$ cat src/rtl/uart_p_pkg.sv
// Shared types and constants for the uart_core_p UART core:
// parity modes, TX/RX FSM states and oversampling constants.
package uart_p_pkg;

    typedef enum logic [1:0] {
        PAR_NONE  = 2'b00,
        PAR_ODD   = 2'b01,
        PAR_EVEN  = 2'b10,
        PAR_SPACE = 2'b11
    } parity_t;

    typedef enum logic [2:0] {
        TX_IDLE,
        TX_START,
        TX_DATA,
        TX_PARITY,
        TX_STOP
    } tx_state_t;

    typedef enum logic [2:0] {
        RX_IDLE,
        RX_START,
        RX_DATA,
        RX_PARITY,
        RX_STOP
    } rx_state_t;

    localparam int OVS        = 16;
    localparam int MID_SAMPLE = 8;

    // Parity bit that goes on the wire, given the XOR of the data bits.
    function automatic logic parity_bit(input parity_t mode, input logic data_xor);
        case (mode)
            PAR_ODD:  return ~data_xor;
            PAR_EVEN: return data_xor;
            default:  return 1'b0;
        endcase
    endfunction

endpackage

$ cat src/rtl/uart_sync_fifo.sv
// Synchronous show-ahead FIFO with occupancy count, used for both UART directions.
// A push while full is accepted only when a pop happens in the same cycle.
module uart_sync_fifo #(
    parameter int WIDTH = 8,
    parameter int DEPTH = 16
) (
    input  logic                         clk,
    input  logic                         rst,
    input  logic [WIDTH-1:0]             wr_data,
    input  logic                         wr_en,
    input  logic                         rd_en,
    output logic [WIDTH-1:0]             rd_data,
    output logic                         full,
    output logic                         empty,
    output logic [$clog2(DEPTH+1)-1:0]   count
);

    localparam int PTR_W = $clog2(DEPTH);
    localparam int CNT_W = $clog2(DEPTH+1);

    logic [WIDTH-1:0] mem [DEPTH];
    logic [PTR_W-1:0] wr_ptr;
    logic [PTR_W-1:0] rd_ptr;
    logic             do_rd;
    logic             do_wr;

    assign do_rd   = rd_en && !empty;
    assign do_wr   = wr_en && (!full || do_rd);
    assign full    = (count == CNT_W'(DEPTH));
    assign empty   = (count == '0);
    assign rd_data = mem[rd_ptr];

    always_ff @(posedge clk) begin
        if (rst) begin
            wr_ptr <= '0;
            rd_ptr <= '0;
            count  <= '0;
        end else begin
            if (do_wr) wr_ptr <= wr_ptr + PTR_W'(1);
            if (do_rd) rd_ptr <= rd_ptr + PTR_W'(1);
            case ({do_wr, do_rd})
                2'b10:   count <= count + CNT_W'(1);
                2'b01:   count <= count - CNT_W'(1);
                default: ;
            endcase
        end
    end

    // Storage has no reset so it can map onto RAM.
    always_ff @(posedge clk) begin
        if (do_wr) mem[wr_ptr] <= wr_data;
    end

endmodule

$ cat src/rtl/uart_core_p.sv
// Parametrised single-clock UART core: baud tick generator, TX/RX FIFOs, parity and stop options.
// Optional RTS/CTS flow control is enabled by defining UART_FLOW_CTRL_EN.
module uart_core_p
    import uart_p_pkg::*;
#(
    parameter int DATA_W   = 8,
    parameter int TX_DEPTH = 16,
    parameter int RX_DEPTH = 16,
    parameter int DIV_W    = 16
) (
    input  logic                              Clk,
    input  logic                              Rst,
    input  logic [DIV_W-1:0]                  cfg_div,
    input  logic [1:0]                        cfg_parity,
    input  logic                              cfg_stop2,
    input  logic                              cfg_loop,
    input  logic [DATA_W-1:0]                 tx_data,
    input  logic                              tx_valid,
    output logic                              tx_ready,
    output logic [DATA_W-1:0]                 rx_data,
    output logic                              rx_valid,
    input  logic                              rx_ready,
    output logic [$clog2(TX_DEPTH+1)-1:0]     tx_count,
    output logic [$clog2(RX_DEPTH+1)-1:0]     rx_count,
    output logic                              tx_idle,
    output logic                              err_parity,
    output logic                              err_frame,
    output logic                              err_overrun,
    input  logic                              err_clr,
`ifdef UART_FLOW_CTRL_EN
    input  logic                              cts_n,
    output logic                              rts_n,
`endif
    output logic                              TX,
    input  logic                              RX
);

    localparam int             RXC_W     = $clog2(RX_DEPTH+1);
    localparam logic [3:0]     TICK_LAST = 4'(OVS-1);
    localparam logic [3:0]     TICK_MID  = 4'(MID_SAMPLE-1);
    localparam logic [3:0]     BIT_LAST  = 4'(DATA_W-1);

    logic [DIV_W-1:0]  div_cnt;
    logic              tick;
    logic              cts_ok;

    logic              tx_full, tx_empty, tx_pop;
    logic [DATA_W-1:0] tx_head;
    tx_state_t         tx_state, tx_state_n;
    logic [3:0]        tx_tick, tx_tick_n, tx_bit, tx_bit_n;
    logic [DATA_W-1:0] tx_shift, tx_shift_n;
    logic              tx_par, tx_par_n, tx_stop2, tx_stop2_n;
    parity_t           tx_mode, tx_mode_n;
    logic              tx_line, tx_launch, tx_bit_end;

    logic              rx_full, rx_empty, rx_pop, rx_push;
    logic [2:0]        rx_sync;
    logic              rx_s, rx_fall;
    rx_state_t         rx_state, rx_state_n;
    logic [3:0]        rx_tick, rx_tick_n, rx_bit, rx_bit_n;
    logic [DATA_W-1:0] rx_shift, rx_shift_n;
    logic              rx_pbit, rx_pbit_n;
    parity_t           rx_mode, rx_mode_n;
    logic              rx_sample, rx_bit_end;
    logic              set_par, set_frame, set_ovr;

    assign tick = (div_cnt == cfg_div);

    always_ff @(posedge Clk) begin
        if (Rst) div_cnt <= '0;
        else     div_cnt <= tick ? '0 : div_cnt + DIV_W'(1);
    end

`ifdef UART_FLOW_CTRL_EN
    logic [1:0] cts_sync;

    // CTS resets to "not clear" so nothing launches until the far end is seen ready.
    always_ff @(posedge Clk) begin
        if (Rst) begin
            cts_sync <= 2'b11;
            rts_n    <= 1'b1;
        end else begin
            cts_sync <= {cts_sync[0], cts_n};
            rts_n    <= (rx_count >= RXC_W'(RX_DEPTH-2));
        end
    end

    assign cts_ok = !cts_sync[1];
`else
    assign cts_ok = 1'b1;
`endif

    uart_sync_fifo #(.WIDTH(DATA_W), .DEPTH(TX_DEPTH)) u_tx_fifo (
        .clk     (Clk),
        .rst     (Rst),
        .wr_data (tx_data),
        .wr_en   (tx_valid && tx_ready),
        .rd_en   (tx_pop),
        .rd_data (tx_head),
        .full    (tx_full),
        .empty   (tx_empty),
        .count   (tx_count)
    );

    assign tx_ready = !tx_full;
    assign tx_idle  = tx_empty && (tx_state == TX_IDLE);
    assign TX       = cfg_loop ? 1'b1 : tx_line;

    always_ff @(posedge Clk) begin
        if (Rst) begin
            tx_state <= TX_IDLE;
            tx_tick  <= '0;
            tx_bit   <= '0;
            tx_shift <= '0;
            tx_par   <= 1'b0;
            tx_stop2 <= 1'b0;
            tx_mode  <= PAR_NONE;
        end else begin
            tx_state <= tx_state_n;
            tx_tick  <= tx_tick_n;
            tx_bit   <= tx_bit_n;
            tx_shift <= tx_shift_n;
            tx_par   <= tx_par_n;
            tx_stop2 <= tx_stop2_n;
            tx_mode  <= tx_mode_n;
        end
    end

    // The 4-bit tick counter wraps at OVS, so every state boundary starts it back at 0.
    always_comb begin
        tx_state_n = tx_state;
        tx_tick_n  = tx_tick;
        tx_bit_n   = tx_bit;
        tx_shift_n = tx_shift;
        tx_par_n   = tx_par;
        tx_stop2_n = tx_stop2;
        tx_mode_n  = tx_mode;
        tx_pop     = 1'b0;
        tx_line    = 1'b1;
        tx_launch  = 1'b0;
        tx_bit_end = tick && (tx_tick == TICK_LAST);

        if (tick && tx_state != TX_IDLE) tx_tick_n = tx_tick + 4'd1;

        case (tx_state)
            TX_IDLE: tx_launch = tick && !tx_empty && cts_ok;
            TX_START: begin
                tx_line = 1'b0;
                if (tx_bit_end) tx_state_n = TX_DATA;
            end
            TX_DATA: begin
                tx_line = tx_shift[0];
                if (tx_bit_end) begin
                    tx_shift_n = tx_shift >> 1;
                    if (tx_bit == BIT_LAST) begin
                        tx_bit_n   = '0;
                        tx_state_n = (tx_mode == PAR_NONE) ? TX_STOP : TX_PARITY;
                    end else begin
                        tx_bit_n = tx_bit + 4'd1;
                    end
                end
            end
            TX_PARITY: begin
                tx_line = tx_par;
                if (tx_bit_end) tx_state_n = TX_STOP;
            end
            TX_STOP: begin
                if (tx_bit_end) begin
                    if (tx_stop2 && tx_bit == '0) begin
                        tx_bit_n = 4'd1;
                    end else begin
                        tx_state_n = TX_IDLE;
                        tx_launch  = !tx_empty && cts_ok;
                    end
                end
            end
            default: tx_state_n = TX_IDLE;
        endcase

        // Frame configuration is captured here so mid-frame changes wait for the next frame.
        if (tx_launch) begin
            tx_pop     = 1'b1;
            tx_state_n = TX_START;
            tx_tick_n  = '0;
            tx_bit_n   = '0;
            tx_shift_n = tx_head;
            tx_mode_n  = parity_t'(cfg_parity);
            tx_stop2_n = cfg_stop2;
            tx_par_n   = parity_bit(parity_t'(cfg_parity), ^tx_head);
        end
    end

    always_ff @(posedge Clk) begin
        if (Rst) rx_sync <= 3'b111;
        else     rx_sync <= {rx_sync[1:0], cfg_loop ? tx_line : RX};
    end

    assign rx_s    = rx_sync[1];
    assign rx_fall = rx_sync[2] && !rx_s;

    uart_sync_fifo #(.WIDTH(DATA_W), .DEPTH(RX_DEPTH)) u_rx_fifo (
        .clk     (Clk),
        .rst     (Rst),
        .wr_data (rx_shift),
        .wr_en   (rx_push),
        .rd_en   (rx_ready),
        .rd_data (rx_data),
        .full    (rx_full),
        .empty   (rx_empty),
        .count   (rx_count)
    );

    assign rx_valid = !rx_empty;
    assign rx_pop   = rx_valid && rx_ready;

    always_ff @(posedge Clk) begin
        if (Rst) begin
            rx_state <= RX_IDLE;
            rx_tick  <= '0;
            rx_bit   <= '0;
            rx_shift <= '0;
            rx_pbit  <= 1'b0;
            rx_mode  <= PAR_NONE;
        end else begin
            rx_state <= rx_state_n;
            rx_tick  <= rx_tick_n;
            rx_bit   <= rx_bit_n;
            rx_shift <= rx_shift_n;
            rx_pbit  <= rx_pbit_n;
            rx_mode  <= rx_mode_n;
        end
    end

    // Bits are sampled mid-bit; the FSM leaves STOP right at the sample to catch a tight next start.
    always_comb begin
        rx_state_n = rx_state;
        rx_tick_n  = rx_tick;
        rx_bit_n   = rx_bit;
        rx_shift_n = rx_shift;
        rx_pbit_n  = rx_pbit;
        rx_mode_n  = rx_mode;
        rx_push    = 1'b0;
        set_par    = 1'b0;
        set_frame  = 1'b0;
        set_ovr    = 1'b0;
        rx_sample  = tick && (rx_tick == TICK_MID);
        rx_bit_end = tick && (rx_tick == TICK_LAST);

        if (tick && rx_state != RX_IDLE) rx_tick_n = rx_tick + 4'd1;

        case (rx_state)
            RX_IDLE: begin
                if (rx_fall) begin
                    rx_state_n = RX_START;
                    rx_tick_n  = '0;
                    rx_bit_n   = '0;
                    rx_mode_n  = parity_t'(cfg_parity);
                end
            end
            RX_START: begin
                if (rx_sample && rx_s) begin
                    rx_state_n = RX_IDLE;
                    rx_tick_n  = '0;
                end else if (rx_bit_end) begin
                    rx_state_n = RX_DATA;
                end
            end
            RX_DATA: begin
                if (rx_sample) rx_shift_n = {rx_s, rx_shift[DATA_W-1:1]};
                if (rx_bit_end) begin
                    if (rx_bit == BIT_LAST) begin
                        rx_bit_n   = '0;
                        rx_state_n = (rx_mode == PAR_NONE) ? RX_STOP : RX_PARITY;
                    end else begin
                        rx_bit_n = rx_bit + 4'd1;
                    end
                end
            end
            RX_PARITY: begin
                if (rx_sample)  rx_pbit_n  = rx_s;
                if (rx_bit_end) rx_state_n = RX_STOP;
            end
            RX_STOP: begin
                if (rx_sample) begin
                    rx_state_n = RX_IDLE;
                    rx_tick_n  = '0;
                    set_frame  = !rx_s;
                    set_par    = (rx_mode != PAR_NONE) &&
                                 (rx_pbit != parity_bit(rx_mode, ^rx_shift));
                    if (rx_full && !rx_pop) set_ovr = 1'b1;
                    else                    rx_push = 1'b1;
                end
            end
            default: rx_state_n = RX_IDLE;
        endcase
    end

    // A new error in the same cycle as err_clr keeps the flag set.
    always_ff @(posedge Clk) begin
        if (Rst) begin
            err_parity  <= 1'b0;
            err_frame   <= 1'b0;
            err_overrun <= 1'b0;
        end else begin
            err_parity  <= set_par   | (err_parity  & ~err_clr);
            err_frame   <= set_frame | (err_frame   & ~err_clr);
            err_overrun <= set_ovr   | (err_overrun & ~err_clr);
        end
    end

endmodule

$ cat config.mk
export PLATFORM = sky130hd
export DESIGN_NAME = uart_core_p
export DESIGN_NICKNAME = d
export VERILOG_FILES = /design/src/rtl/uart_p_pkg.sv /design/src/rtl/uart_sync_fifo.sv /design/src/rtl/uart_core_p.sv
export SDC_FILE = /design/constraint.sdc
export NUM_CORES = 1
export LEC_CHECK = 0
export CAP_MARGIN = 20
export CORE_MARGIN = 2
export CORE_UTILIZATION = 55
export CTS_CLUSTER_DIAMETER = 150
export DETAILED_ROUTE_END_ITERATION = 6
export PLACE_DENSITY = 0.76
export SLEW_MARGIN = 20
export SYNTH_ARGS = -nofsm -noshare
export SYNTH_HDL_FRONTEND = slang
export SYNTH_SLANG_ARGS = --single-unit
$ cat constraint.sdc
create_clock -name Clk -period 4.4 [get_ports Clk]
set_input_delay 1.32 -clock Clk [delete_from_list [all_inputs] [get_ports Clk]]
set_output_delay 1.32 -clock Clk [all_outputs]
set_load 0.005 [all_outputs]
; Word-level counts from Yosys, hierarchy flattened
; Memories as Yosys holds them, arrays and structs flattened. A register that Yosys moved wholly into a read port is not among the register bits.
; Cells that the tools add are included.
[classes]
n_eq_ne = 45
n_mux = 66
n_bitwise = 10
n_reduce_logical = 54
addsub = 13
[op_table]
columns = operator, count
row1 = 2-to-1 mux 4 bit, 15
row2 = 2-to-1 mux 3 bit, 15
row3 = "adder 4 x 1 -> 4 bit, second input constant", 8
row4 = case mux 3 bit (5 select lines), 2
row5 = "inequality test 2 bit, second input constant", 13
row6 = 2-to-1 mux 8 bit, 3
row7 = 2-to-1 mux 1 bit, 22
row8 = "inequality test 3 bit, second input constant", 7
row9 = case mux 5 bit (2 select lines), 2
row10 = logical AND 1 bit, 17
row11 = "adder 16 x 1 -> 16 bit, second input constant", 1
row12 = == test 16 bit, 1
row13 = case mux 4 bit (2 select lines), 2
row14 = parity 8 bit, 2
row15 = AND reduction 7 bit, 2
row16 = nonzero test 2 bit, 7
row17 = "== test 3 x 2 -> 1 bit, second input constant", 4
row18 = "== test 4 x 3 -> 1 bit, second input constant", 3
row19 = case mux 4 bit (3 select lines), 1
row20 = "adder 5 x 1 -> 5 bit, second input constant", 2
row21 = "== test 5 bit, second input constant", 2
row22 = logical NOT 5 bit, 2
row23 = "subtractor 5 x 1 -> 5 bit, second input constant", 2
row24 = "== test 2 x 1 -> 1 bit, second input constant", 4
row25 = 21 further kinds, 49
[totals]
register_bits = 93
ramBits = 256
mem_count = 2
word_cells = 215
input_bits = 34
[memory_table]
columns = memory, words, word_bits, rd, rd_ports_with_merged_regs, wr, line_no
row1 = u_rx_fifo.mem, 16, 8, 1, 1, 1, uart_sync_fifo.sv:21  ; logic [WIDTH-1:0] mem [DEPTH];
row2 = u_tx_fifo.mem, 16, 8, 1, 1, 1, uart_sync_fifo.sv:21

; Logic depth before layout (Yosys ltp)
[depth]
depth_word = 11
ltp_mapped = 17
ltp_nobuf = 15

; Hierarchy
; From an unflattened synthesis, not the netlist that was laid out.
[hier_totals]
hier_cells = 1056
hier_area_um2 = 15194.6
[modules_own_cells]
columns = mod, area_each_um2, instances, cells_per_inst, seq_area_each_um2
row1 = uart_sync_fifo, 5866.9, 2, 325, 4184.0
row2 = uart_core_p, 3460.8, 1, 406, 1341.3

; Worst setup path before layout
; Ideal clock, no wire load.
[synth_path]
path_type = in2reg
startpoint = input port cfg_div[9]
endpoint = register u_rx_fifo.count[4]
path_buffers = 1
setup_ps = 70
arrival_time_ps = 4286
slack_ps = 44
stages = 14
cell_sequence = xor2_1 -> nor4_1 -> nand4_1 -> or3_1 -> buf_2 -> nor3_4 -> inv_1 -> ha_1 -> fa_1 -> a21o_1 -> a21oi_1 -> xor2_1 -> or3_1 -> a21oi_1
[synth_via]
elab_chain_len = 7
elab_cells_between_ends = 9
classes_between = eq/ne (3) / mux (3) / reduce/logical (3)
[synth_rtl]
columns = item, line_no
row1 = from (decl), uart_core_p.sv:13  ; input logic [DIV_W-1:0] cfg_div,
row2 = == test 16 bit *, uart_core_p.sv:67  ; assign tick = (div_cnt == cfg_div);
row3 = logical AND 1 bit *, uart_core_p.sv:246  ; rx_sample = tick && (rx_tick == TICK_MID);
row4 = 2-to-1 mux 1 bit *, uart_core_p.sv:284  ; if (rx_sample) begin
row5 = 2-to-1 mux 1 bit *, uart_core_p.sv:251  ; case (rx_state)
row6 = logical AND 1 bit *, uart_sync_fifo.sv:28  ; assign do_wr = wr_en && (!full || do_rd);
row7 = == test 2 x 1 -> 1 bit / == test 2 bit (equally long branches), uart_sync_fifo.sv:41  ; case ({do_wr, do_rd})
row8 = case mux 5 bit (2 select lines) / nonzero test 2 bit (equally long branches), n/a
row9 = to (signal assigned), uart_sync_fifo.sv:42  ; 2'b10: count <= count + CNT_W'(1);
row10 = to (signal assigned), uart_sync_fifo.sv:43  ; 2'b01: count <= count - CNT_W'(1);
row11 = to (decl), uart_sync_fifo.sv:15  ; output logic [$clog2(DEPTH+1)-1:0] count
; Every way passes the cells marked *; elsewhere a longest branch is shown, timed or not.
; A chain may end at the register's enable or synchronous reset.

; Final worst setup path
[layout_path]
startpoint = input port cfg_div[4]
endpoint = register u_rx_fifo.count[4]
; The elaborated chain is that of the path after synthesis.

==> results.txt <==
Most used DFF post-synth: edfxtp_1
Post-synth ARST share: 0
Largest family of logic cells by synthesized area: multiplexers
Synthesized area per cell: 14.76 um2
Clock latency on the worst-skew pair: 0.53 ns
Part of the cycle the worst path needs: 0.9527
Placeable Area: 26730 um2
Crit-path max FO: 4
Die height: 168.1 um
Crit-path cells: clkdlybuf4s50_1, xor2_1, nor4_1, nand4_1, or3_1, nor3_4, inv_1, ha_1, fa_1, a21o_1, a21oi_1, xor2_1, or3_1, a21oi_1
GPL Wtd Cong: 0.8079
DR vias: 8363
Post-Synth Simple-Gate Area: 0.08567
Clk root buf: clkbuf_16
HP Class: register to register
DRC viols: 0
Post-synth top area share: 0.5191
FF+latch count, synth: 357
Worst Max-Slew Pin Slew: 0.8127 ns
IO Pins: 59
CTS Sinks: 357
Largest net degree at the start of global routing: 58
Slowest stage delay, CP: 0.43 ns
Share of cells above drive strength 1: 0.1575
Starting Density: 0.5541
HPWL Detailed: 17670 um
Post-Synth XOR/XNOR Area: 0.03903
Count of standard-cell rows: 60
Pwr dens: 410.7 nW/um2
NumNets Final: 1153
Initial antenna violation count: 0
Number of flops mapped to enable cells by yosys: 256
Vias per cell: 5.709
Htree depth: 2
CTS tree: yes
Routed Antenna Nets: 0
Setup Buffers After CTS: 0
Fmax: 238.5 MHz
Critical Path Sink Type: register
Final wirelength: 27860 um
Synth Area in Adders: 0.02078
CTS hold repair buffers: 0
Worst Clk Skew: 0.01599 ns
Worst setup SP type: input pin
Clock Tree Buf Depth: 3
# setup viols final: 0
Compound-Gate Fraction of Synth Area: 0.05162
Final Non-Filler Cells: 1465
Vias in the first global route: 8334
Max-cap violations: 0
Fill count: 1881
Register area share after synthesis: 0.6556
Synth area leader: edfxtp_1
Gr ovfl total: 0
Critical path's slowest cell: or3_1
Lkg Pwr: 6.071 nW
Post-layout power: 7.038 mW
Die footprint: 28250 um2
Total track usage: 0.2013
DIE WIDTH: 168.1 um
Post-Syn Nets: 1061
Final Util: 0.6412
Clock-pin slew on the worst setup and hold paths: 0.06 ns
Mux cell area share after synthesis: 0.1236
Cells after Synth: 1003
Synth warn: 0
Crit path kind: input pin to register
Peak VDD IR: 0.4105 mV
Post-CTS Resized: 0
CTS Buf Count: 38
Tmin final: 4.192 ns
Distinct cells, synth: 56
RSZ-0062 raised after global routing: no
Area added between synthesis and finish: 15.71%
Dpl cells: 1396
DR pass1 iterations: 5
IO buf count: 58
Slew margin rel.: 0.4562
Fin. Hold Viols: 0
Post-Syn Area: 14810 um2
Outcome: finished, final reports clean
Wire length per cell: 19.02 um
Worst EP arrival: 4.64 ns
First-pass GRT wire length: 44610 um
Final Max Slew Viols: 0
Ant diodes: 0
Worst path required time: 4.85 ns
Largest cells by area after synthesis: edfxtp_1, dfxtp_1, mux4_2
Iter 0 DRT Violations: 766
-- state kept, by name (all words and copies together) (netlist names), 2 cells and up, named ones only --
register,count
u_rx_fifo.mem,128
u_tx_fifo.mem,128
div_cnt,16
rx_shift,8
tx_shift,8
u_rx_fifo.count,5
u_tx_fifo.count,5
rx_bit,4
rx_tick,4
tx_bit,4
tx_tick,4
u_rx_fifo.rd_ptr,4
u_rx_fifo.wr_ptr,4
u_tx_fifo.rd_ptr,4
u_tx_fifo.wr_ptr,4
rx_state,3
rx_sync,3
tx_state,3
rx_mode,2
tx_mode,2
-- stage by stage --
stage / hold slack [ns] / area (um2) / worst slack, ns / TNS (ns)
after floorplan: 0.3895 / 14810 / 0.04353 / 0
after global placement: 0.3928 / 15900 / -0.2537 / -0.2856
after detailed placement: 0.4014 / 15900 / -0.3100 / -0.3758
after CTS: 0.4143 / 17140 / 0.2216 / 0
after global routing: 0.4375 / 17140 / 0.01486 / 0
final: 0.4107 / 17140 / 0.2080 / 0
-- worst max-delay path: cells and delay by family --
family / cells / cell delay, ns
AOI/OAI and AO/OA: 3 / 0.49
buffers and inverters: 2 / 0.48
xor gates and xnor gates: 2 / 0.27
adders and majority gates: 2 / 0.65
and+or+nand+nor: 5 / 1.43
-- cells by family (layout without fill, tap and decap cells) --
| logic type | Yosys count | count (layout) |
|---|---|---|
| buffers and inverters | 71 | 192 |
| adders and majority gates | 24 | 24 |
| xor gates and xnor gates | 66 | 66 |
| and+or+nand+nor | 272 | 272 |
| muxes | 89 | 89 |
| AOI/OAI and AO/OA | 124 | 124 |
| DFF | 357 | 357 |
-- power by group --
| group | internal [mW] | total, mW | switching (mW) |
|---|---|---|---|
| combinational | 0.120 | 0.284 | 0.163 |
| sequential | 3.61 | 3.64 | 0.0287 |
| clock | 1.86 | 3.12 | 1.25 |
-- placed cells by master, fill, tap and decap left out, drive strengths merged, types with 2 or more instances in the layout --
cell type	netlist	layout
and3	5	5
inv	20	23
or3	10	10
nor2	114	114
a311oi	4	4
or4	3	3
dfxtp	101	101
and2	3	3
mux4	72	72
o21ai	27	27
nor3b	3	3
nand3	14	14
a21o	5	5
nor2b	10	10
xnor2	29	29
nor4	6	6
nand4	8	8
bufinv	0	4
edfxtp	256	256
a22oi	24	24
buf	19	46
nor3	15	15
nand2	59	59
clkinv	0	15
a211oi	4	4
clkdlybuf4s50	0	57
ha	23	23
o211ai	2	2
nand4b	2	2
clkbuf	29	46
nand2b	9	9
nand3b	2	2
a21oi	48	48
or2	7	7
xor2	37	37
mux2i	16	16
-- cell usage after synthesis (3+ instances only) --
library cell,count
ha_1,23
xor2_1,37
buf_2,3
nand2b_1,9
buf_4,4
buf_1,7
buf_6,4
a21o_1,5
mux2i_1,16
or3_1,10
xnor2_1,29
nor2_1,114
nand4_1,8
nor4_1,6
a311oi_1,4
a211oi_1,3
nor3b_1,3
mux4_1,10
mux4_2,62
inv_1,20
a21oi_1,48
clkbuf_1,29
edfxtp_1,256
clkdlybuf4s25_2,3
o21ai_0,27
and3_1,5
a22oi_1,24
and2_1,3
or4_1,3
nor2b_1,10
nor3_1,13
dfxtp_1,101
nand3_1,14
nand2_1,59
or2_2,7
-- path summary, 6_finish.rpt --
| check | from | to | slack [ns] | cells after the start |
|---|---|---|---|---|
| worst min register to register | rx_sync[0]$_SDFF_PP1_ | rx_sync[1]$_SDFF_PP1_ | 0.41 | 1 |
| worst max-delay path | cfg_div[4] | u_rx_fifo.count[4]$_SDFFE_PP0P_ | 0.21 | 14 |
| worst min-delay path | rx_sync[0]$_SDFF_PP1_ | rx_sync[1]$_SDFF_PP1_ | 0.41 | 1 |
| worst max register to register | div_cnt[4]$_SDFF_PP0_ | u_rx_fifo.count[4]$_SDFFE_PP0P_ | 1.11 | 13 |
-- per-layer routing --
metal  part of all wire  wire length, um  up-vias  GRT usage
met1               0.43            11990     4172     0.2727
li1                   -                -     3971          -
met2               0.51            14140      183     0.3435
met3              0.042             1176       37    0.03173
met5                  0                0        -          0
met4              0.020              549        0    0.05472
-- layout make-up --
type | count | area, um2 | area share
multi-input combinational | 575 | 4752 | 0.2773
tap | 341 | 426.7 | 0.02490
inverter | 20 | 75.07 | 0.004381
clock buffer | 46 | 1001 | 0.05841
clock inverter | 23 | 231.5 | 0.01351
sequential | 357 | 9712 | 0.5667
timing repair buffer | 103 | 938.4 | 0.05476
No activity file was read; power rests on OpenSTA's default activity.
